### config.mk
export PLATFORM = sky130hd
export DESIGN_NAME = bin2bcd_stream_flat
export DESIGN_NICKNAME = d
export VERILOG_FILES = /design/src/rtl/bin2bcd_stream_if.sv /design/src/rtl/bin2bcd_stream.sv /design/src/flat_wrapper.sv
export SDC_FILE = /design/constraint.sdc
export NUM_CORES = 1
export LEC_CHECK = 0
export CAP_MARGIN = 30
export CORE_AREA = 2 2 90 127
export DETAILED_ROUTE_END_ITERATION = 7
export DIE_AREA = 0 0 92 129
export GPL_TIMING_DRIVEN = 0
export PLACE_DENSITY = 0.47
export SETUP_SLACK_MARGIN = 0.3
export SKIP_LAST_GASP = 1
export SYNTH_ARGS = -nofsm -noshare
export SYNTH_HDL_FRONTEND = slang
export SYNTH_SLANG_ARGS = --single-unit
### constraint.sdc
create_clock -name clk -period 1.31 [get_ports clk]
set_clock_uncertainty 0.05 [all_clocks]
set_input_delay 0.131 -clock clk [delete_from_list [all_inputs] [get_ports clk]]
set_output_delay 0.131 -clock clk [all_outputs]
set_load 0.1 [all_outputs]
### src/rtl/bin2bcd_stream_if.sv
// Valid/ready stream bundle for bin2bcd_stream: the binary operand on the input side,
// and the BCD result with its status flags on the output side.
interface bin2bcd_stream_if #(
  parameter int unsigned BIN_WIDTH  = 16,
  parameter int unsigned DEC_DIGITS = 5
);
  localparam int unsigned UsedW = $clog2(DEC_DIGITS + 1);

  logic [BIN_WIDTH-1:0]    data_bin;
  logic                    in_valid;
  logic                    in_ready;
  logic [DEC_DIGITS*4-1:0] data_bcd;
  logic                    sign;
  logic                    overflow;
  logic [UsedW-1:0]        digits_used;
  logic                    out_valid;
  logic                    out_ready;

  modport slave (
    input  data_bin, in_valid, out_ready,
    output in_ready, data_bcd, sign, overflow, digits_used, out_valid
  );

  modport master (
    output data_bin, in_valid, out_ready,
    input  in_ready, data_bcd, sign, overflow, digits_used, out_valid
  );
endinterface

### src/rtl/bin2bcd_stream.sv
// Handshaked double-dabble binary-to-BCD converter. Performs one shift-and-add-3 iteration
// per cycle, with every digit adjusted in parallel.
module bin2bcd_stream #(
  parameter int unsigned BIN_WIDTH  = 16,
  parameter int unsigned DEC_DIGITS = 5,
  parameter bit          SIGNED     = 1'b0
) (
  input logic             clk,
  input logic             rst_n,
  bin2bcd_stream_if.slave s_io
);

  localparam int unsigned BcdW  = DEC_DIGITS * 4;
  localparam int unsigned CntW  = $clog2(BIN_WIDTH + 1);
  localparam int unsigned UsedW = $clog2(DEC_DIGITS + 1);

  typedef enum logic [1:0] {StIdle, StConvert, StValid} state_e;

  state_e               state_q, state_d;
  logic [BIN_WIDTH-1:0] shift_q, shift_d;
  logic [BcdW-1:0]      bcd_q, bcd_d;
  logic [CntW-1:0]      cnt_q, cnt_d;
  logic                 sign_q, sign_d;
  logic                 ovf_q, ovf_d;

  logic                 neg;
  logic [BIN_WIDTH-1:0] magnitude;
  logic [BcdW-1:0]      bcd_adj;
  logic [UsedW-1:0]     digits_used;

  // Negating the most-negative value wraps back to 2^(BIN_WIDTH-1); read as unsigned, this
  // is the correct magnitude.
  always_comb begin
    neg       = SIGNED && s_io.data_bin[BIN_WIDTH-1];
    magnitude = neg ? -s_io.data_bin : s_io.data_bin;
  end

  always_comb begin
    bcd_adj = bcd_q;
    for (int i = 0; i < DEC_DIGITS; i++) begin
      if (bcd_q[i*4 +: 4] >= 4'd5) begin
        bcd_adj[i*4 +: 4] = bcd_q[i*4 +: 4] + 4'd3;
      end
    end
  end

  always_comb begin
    digits_used = UsedW'(1);
    for (int i = 0; i < DEC_DIGITS; i++) begin
      if (bcd_q[i*4 +: 4] != 4'd0) begin
        digits_used = UsedW'(i + 1);
      end
    end
  end

  always_comb begin
    state_d = state_q;
    shift_d = shift_q;
    bcd_d   = bcd_q;
    cnt_d   = cnt_q;
    sign_d  = sign_q;
    ovf_d   = ovf_q;
    case (state_q)
      StIdle: begin
        if (s_io.in_valid) begin
          shift_d = magnitude;
          bcd_d   = '0;
          cnt_d   = '0;
          sign_d  = neg;
          ovf_d   = 1'b0;
          state_d = StConvert;
        end
      end
      StConvert: begin
        // A carry out of the top digit means the value no longer fits; keep it sticky.
        bcd_d   = {bcd_adj[BcdW-2:0], shift_q[BIN_WIDTH-1]};
        shift_d = {shift_q[BIN_WIDTH-2:0], 1'b0};
        ovf_d   = ovf_q | bcd_adj[BcdW-1];
        cnt_d   = cnt_q + CntW'(1);
        if (cnt_q == CntW'(BIN_WIDTH - 1)) begin
          state_d = StValid;
        end
      end
      StValid: begin
        if (s_io.out_ready) begin
          state_d = StIdle;
        end
      end
      default: state_d = StIdle;
    endcase
  end

  always_ff @(posedge clk or negedge rst_n) begin
    if (!rst_n) begin
      state_q <= StIdle;
      shift_q <= '0;
      bcd_q   <= '0;
      cnt_q   <= '0;
      sign_q  <= 1'b0;
      ovf_q   <= 1'b0;
    end else begin
      state_q <= state_d;
      shift_q <= shift_d;
      bcd_q   <= bcd_d;
      cnt_q   <= cnt_d;
      sign_q  <= sign_d;
      ovf_q   <= ovf_d;
    end
  end

  assign s_io.in_ready    = (state_q == StIdle);
  assign s_io.out_valid   = (state_q == StValid);
  assign s_io.data_bcd    = bcd_q;
  assign s_io.sign        = sign_q;
  assign s_io.overflow    = ovf_q;
  assign s_io.digits_used = digits_used;

endmodule

### src/flat_wrapper.sv
// flat-port wrapper written by rule: the top's interface ports become plain ports
module bin2bcd_stream_flat 
#(
  parameter int unsigned BIN_WIDTH  = 16,
  parameter int unsigned DEC_DIGITS = 5,
  parameter bit          SIGNED     = 1'b0
)
  (clk, rst_n, s_io_data_bin, s_io_in_valid, s_io_out_ready, s_io_in_ready, s_io_data_bcd, s_io_sign, s_io_overflow, s_io_digits_used, s_io_out_valid);
  bin2bcd_stream_if #(.BIN_WIDTH(BIN_WIDTH), .DEC_DIGITS(DEC_DIGITS)) s_io_i ();
  input logic clk;
  input logic rst_n;
  input wire logic [$bits(s_io_i.data_bin)-1:0] s_io_data_bin;
  input wire logic [$bits(s_io_i.in_valid)-1:0] s_io_in_valid;
  input wire logic [$bits(s_io_i.out_ready)-1:0] s_io_out_ready;
  output wire logic [$bits(s_io_i.in_ready)-1:0] s_io_in_ready;
  output wire logic [$bits(s_io_i.data_bcd)-1:0] s_io_data_bcd;
  output wire logic [$bits(s_io_i.sign)-1:0] s_io_sign;
  output wire logic [$bits(s_io_i.overflow)-1:0] s_io_overflow;
  output wire logic [$bits(s_io_i.digits_used)-1:0] s_io_digits_used;
  output wire logic [$bits(s_io_i.out_valid)-1:0] s_io_out_valid;
  assign s_io_i.data_bin = s_io_data_bin;
  assign s_io_i.in_valid = s_io_in_valid;
  assign s_io_i.out_ready = s_io_out_ready;
  assign s_io_in_ready = s_io_i.in_ready;
  assign s_io_data_bcd = s_io_i.data_bcd;
  assign s_io_sign = s_io_i.sign;
  assign s_io_overflow = s_io_i.overflow;
  assign s_io_digits_used = s_io_i.digits_used;
  assign s_io_out_valid = s_io_i.out_valid;
  bin2bcd_stream #(.BIN_WIDTH(BIN_WIDTH), .DEC_DIGITS(DEC_DIGITS), .SIGNED(SIGNED)) u_core (.clk(clk), .rst_n(rst_n), .s_io(s_io_i));
endmodule
==> results of run 1 <==
[worst register-to-register path, cell delays in order (launching register included)]
cell and delay [ps]:
dfrtp_4 500, inv_4 70, buf_4 90, buf_4 120, ha_4 130, nor2b_4 50, o21a_4 230, o311ai_2 230
[synthesized netlist by cell type (all sizes together), types with 2 or more instances]
library cell | count | area share [%]
o32ai | 5 | 2.8
nor2b | 23 | 5.8
dfrtp | 44 | 42
xnor2 | 5 | 1.7
a21oi | 17 | 3.2
o311ai | 5 | 2.2
nand2b | 2 | 0.48
and2b | 2 | 0.57
nor3b | 3 | 0.86
inv | 23 | 3.3
ha | 13 | 6.2
clkbuf | 4 | 0.67
o221ai | 5 | 2.6
a22o | 4 | 1.3
nor2 | 2 | 0.29
a22oi | 15 | 4.3
o21a | 5 | 1.4
buf | 13 | 4.2
o2111ai | 10 | 3.3
o31ai | 5 | 1.6
o21ai | 25 | 4.8
a32o | 4 | 1.5
nand2 | 15 | 2.1
[metrics by stage]
step	instance area (um2)	hold slack (ps)	utilization (%)	setup WS (ps)	power [mW]
4_1_cts	4730	215	44.3	-609	14.4
5_1_grt	5330	256	49.8	-659	16.9
6_report	5330	208	49.8	-596	16.1
2_1_floorplan	2960	-215	-	-935	8.44
3_5_place_dp	3610	1.82	33.7	-1400	10.2
3_3_place_gp	3590	445	33.6	-1750	10.1
[repair_timing]
| item | CTS | global route |
|---|---|---|
| hold endpoints to repair | 11 | 0 |
| gates resized for setup | 279 | 76 |
| gates cloned | 7 | 0 |
| endpoints found under the setup margin | 70 | 70 |
| pin swaps | 17 | 23 |
| hold buffers | 1 | 0 |
| buffers inserted | 43 | 25 |
[sequential cells by signal (all words and copies together), names as in the netlist]
register	cells
u_core.s_io.overflow	1
u_core.s_io.data_bcd	20
u_core.state_q	2
u_core.cnt_q	5
u_core.shift_q	16
[logic make-up after synthesis]
family / after synthesis / share of synthesized area [%]
flops: 44 / 41.8
buf+inv: 40 / 8.13
fa+ha+maj: 13 / 6.18
xor+xnor: 5 / 1.66
simple gates: 49 / 10.5
other cells: 1 / 0.143
mux: 1 / 0.428
compound gates: 106 / 31.1
[path summary, 6_finish.rpt]
path	endpoint	slack [ps]	cells past startpoint
setup reg to reg	u_core.s_io.data_bcd[14]	-260	7
min in group clk	u_core.state_q[1]	420	3
max in group asynchronous	u_core.s_io.data_bcd[0]	480	3
setup / recovery	s_io_digits_used[1]	-600	6
hold reg to reg	u_core.cnt_q[4]	480	2
hold / removal	u_core.s_io.data_bcd[13]	210	2
[report_power, final]
group	internal, mW	switching (mW)
Combinational	5.77	6.24
Sequential	2.02	0.722
Clock	0.761	0.596
[per-layer routing]
| metal | part of all wire [%] | GRT usage (%) |
|---|---|---|
| met1 | 43 | 19.9 |
| met3 | 3.2 | 2.58 |
| met5 | 0 | 0 |
| met4 | 1.1 | 4.04 |
| met2 | 53 | 28.8 |
[area by class of cell]
class	instances	area, um2	area share [%]
Sequential cell	44	1150	21.7
Multi-Input combinational cell	176	1970	37.0
Timing Repair Buffer	121	1520	28.4
Buffer	17	245	4.60
Tap cell	141	176	3.31
Inverter	23	114	2.14
Clock inverter	2	15.0	0.282
Clock buffer	6	139	2.60
==> impl_metrics.ini, run 1 <==
[final_layout]
fin_cells = 530
final_common_cell = buf_4
nets = 421
area_growth_syn_to_layout_pct = 103
drive_above_1_share_pct = 66.6
fillers = 953
antenna_cells = 0
mostFrequentLayoutCells = buf_4 (39), buf_12 (30), buf_6 (29), dfrtp_1 (21), o21ai_1 (18)

[route]
vias_per_cell = 4.84
vias = 2567
wirelength_mm = 9.49
wl_per_cell_um = 17.9
dr.pass1.iters = 4
drt_iter0_drc = 51
drc_errors = 0
ant_nets = 0

[sta]
finalCritPeriodShare_pct = 145
finalHoldViolCount = 0
setup_slack_ps = -596
rsz0062_at_grt = yes
finalSetupTns_ps = -6200
fin_crit_ps = 1910
drv_slew = 0
setup_viol = 46
fmax_mhz = 525

[power_and_ir_drop]
p_leak_nw = 2.14
p_per_area_mw_per_mm2 = 3020
irDropWorstVdd_mv = 2.04

[clocking]
cts_tree = yes
clk_pin_slew_worst_paths_ps = 70
htreeDepth = 2
numCtsBuffers = 5
cts.sink_count = 44
clock_path_buffers = 2
cts-root-buf = clkbuf_16
clock_latency_ps = 290

[critical_path]
crit_type = flop to output port
critPathTopFamily = flip-flops
start_kind = flop
path_max_fanout = 2
crit_arrival_ps = 1720
reg2reg_from = u_core.s_io.data_bcd[13]
cp-startpoint = u_core.s_io.data_bcd[16]
cp_cell_sequence = inv_4, ha_4, nor3b_4, nand2_4, a41oi_4, buf_12
cp-end-kind = output port
timing.critical_path.buf_inv = 2
critPathRequiredTime_ps = 1130
cp_slowest_stage_delay_ps = 500
cpMaxStageDelayCell = dfrtp_4

[placed_design]
hpwl_mm = 5.23
io_buffers = 45
gp_congestion = 0.815
dp.cells = 446

[floorplanning]
start_util_pct = 24.6
die_area_mm2 = 0.0119
die_h_um = 129
die_w_um = 92
rows = 45
core_mm2 = 0.0107
io_pins = 47

[synthesis]
synth-async-reset-ratio_pct = 100
synthesis.nets = 292
synth_edf_count = 0
syn_inst = 259
ys_ff_latch = 44
yosys_warnings = 0
ys_seq_area_share_pct = 41.8
ys_types = 42
avgSynthCellArea_um2 = 10.2
syn_area_mm2 = 0.00263
synthFlopType = dfrtp_1

[outcome]
outcome = complete, but fails checks
violations = setup timing

[worst_hold_path]
hold_class = input port to async pin

[grt]
grt_pass1_vias = 2769
grt_usage_pct = 16.0
grt_overflow = 0
grt_pass1_wl_mm = 14.9
antenna_found_initial = 0
grt_max_degree = 34

[run]
drv_cap = 0
Note: power is estimated with default switching activity, not from simulation.
==> run 2: changes to the inputs <==
--- a/config.mk
+++ b/config.mk
@@ -6,13 +6,15 @@
 export NUM_CORES = 1
 export LEC_CHECK = 0
 export CAP_MARGIN = 30
+export CELL_PAD_IN_SITES_DETAIL_PLACEMENT = 1
+export CELL_PAD_IN_SITES_GLOBAL_PLACEMENT = 1
 export CORE_AREA = 2 2 90 127
 export DETAILED_ROUTE_END_ITERATION = 7
 export DIE_AREA = 0 0 92 129
 export GPL_TIMING_DRIVEN = 0
-export PLACE_DENSITY = 0.47
+export PLACE_DENSITY = 0.57
 export SETUP_SLACK_MARGIN = 0.3
-export SKIP_LAST_GASP = 1
+export SLEW_MARGIN = 10
 export SYNTH_ARGS = -nofsm -noshare
 export SYNTH_HDL_FRONTEND = slang
 export SYNTH_SLANG_ARGS = --single-unit
==> run 2 against run 1 <==
Net effect:
- the flow still finishes with violations (setup timing)
- largest cell class unchanged
- global-route usage is 1.3 points higher
- final area is 0.73% lower
- core utilization is 0.36 points lower
- fmax is 0.99% lower
- worst hold slack better by 35 ps
- via count is 1.1% lower
- sequential share of layout area is 0.18 points higher
- critical path type unchanged
==> impl_metrics.ini, run 2 (synthesis gave the netlist of run 1 again) <==
[grt]
grt_max_degree = 31
grt_overflow = 0
grt_usage_pct = 17.3
grt_pass1_wl_mm = 15.9
antenna_found_initial = 0
grt_pass1_vias = 2796

[critical_path]
cpMaxStageDelayCell = dfrtp_4
cp_cell_sequence = inv_4, ha_4, inv_2, o41ai_2, nand2_2, buf_8
cp_slowest_stage_delay_ps = 510
critPathTopFamily = flip-flops
r2r_end = u_core.s_io.data_bcd[13]
r2r_setup_slack_ps = -270
start_kind = flop
path_max_fanout = 3
rr_worst_depth = 7
critPathRequiredTime_ps = 1130
crit_arrival_ps = 1740
cp-end-kind = output port
timing.critical_path.buf_inv = 3
crit_type = flop to output port
reg2reg_from = u_core.s_io.data_bcd[12]

[final_layout]
largest_reg_flops = 20
area_growth_syn_to_layout_pct = 101
antenna_cells = 0
nets = 406
utilization_pct = 49.5
drive_above_1_share_pct = 66.8
final_common_cell = buf_12
mostFrequentLayoutCells = buf_12 (30), buf_6 (28), buf_4 (25), dfrtp_1 (20), clkdlybuf4s50_1 (18)

[sta]
rsz0062_at_grt = yes
drv_slew = 0
fmax_mhz = 519
finalHoldViolCount = 0
finalSetupTns_ps = -6970
setup_slack_ps = -615
setup_viol = 48
fin_crit_ps = 1930
holdWs_ps = 243
finalCritPeriodShare_pct = 147

[route]
dr.pass1.iters = 4
ant_nets = 0
top_layer_used = met4
drc_errors = 0
vias = 2540
met1_length_mm = 4.08
route.met2.wl_mm = 5.67
vias_per_cell = 4.93
wl_per_cell_um = 19.8
route.met3.wl_um = 296
wirelength_mm = 10.2
drt_iter0_drc = 60

[floorplanning]
die_area_mm2 = 0.0119
die_w_um = 92
rows = 45
io_pins = 47
die_h_um = 129
start_util_pct = 24.6
core_mm2 = 0.0107

[clocking]
cts-root-buf = clkbuf_16
numCtsBuffers = 5
cts.sink_count = 44
clock_path_buffers = 2
clk_pin_slew_worst_paths_ps = 70
htreeDepth = 2
clock_latency_ps = 300
cts_tree = yes

[placed_design]
io_buffers = 45
gp_congestion = 0.818
hpwl_mm = 5.60

[run]
drv_cap = 0

[outcome]
violations = setup timing
outcome = complete, but fails checks

[worst_hold_path]
hold_class = input port to async pin
## run 2: cell count changes in the layout (fill, tap and decap cells not counted), sizes merged
cell	change
clkinv	+2
clkinvlp	-2
buf	-13
clkbuf	-3
dlygate4sd2	-1
clkdlybuf4s50	+1
bufinv	+1
## run 2: worst register-to-register path, cell delays in order, from the launching register on
cell,delay [ps]
dfrtp_4,500
buf_6,130
buf_6,100
buf_6,120
ha_4,160
nor2b_4,130
o21a_4,160
o221ai_2,90
## run 2: how the worst max path moves through the flow
stage	startpoint	to	slack [ps]	cells past startpoint
6_report	u_core.s_io.data_bcd[8]	s_io_digits_used[0]	-620	6
5_1_grt	u_core.s_io.data_bcd[8]	s_io_digits_used[0]	-700	6
4_1_cts	u_core.s_io.data_bcd[13]	s_io_digits_used[1]	-630	6
3_5_place_dp	u_core.s_io.data_bcd[4]	s_io_digits_used[0]	-1440	6
3_3_place_gp	rst_n	u_core.s_io.data_bcd[1]	-1750	1
2_1_floorplan	u_core.s_io.data_bcd[17]	s_io_digits_used[1]	-930	5
## run 2: layout make-up
class	count	area (um2)
timing repair buffer	106	1420
inverter	23	111
buffer	17	240
clock buffer	5	125
multi-input combinational	176	2020
clock inverter	3	47.5
fill	1108	5400
sequential	44	1160
tap	141	176
## run 2: what timing repair did
action	4_1_cts	5_1_grt
pin swaps	21	23
resized for setup	325	51
endpoints found under the setup margin	70	70
hold buffers	1	0
gates cloned	7	0
hold endpoints to repair	14	0
buffers inserted	40	13
## run 2: per-stage QoR
| step | instance area, um2 | setup slack, ps | instances |
|---|---|---|---|
| CTS | 4950 | -625 | 502 |
| finish | 5290 | -615 | 515 |
| detailed placement | 3610 | -1440 | 446 |
| global route | 5290 | -699 | 515 |
| global placement | 3590 | -1750 | 445 |
| floorplan | 2960 | -935 | 259 |
## run 2: per-layer routing
layer | vias to the layer above | track usage [%]
met1 | 1295 | 21.5
li1 | 1188 | -
met2 | 45 | 31.0
met5 | - | 0
met3 | 12 | 2.81
met4 | 0 | 4.57
Power of run 2 is not shown: default switching activity piles up to over one toggle a cycle in this logic, so the estimate is an artifact.
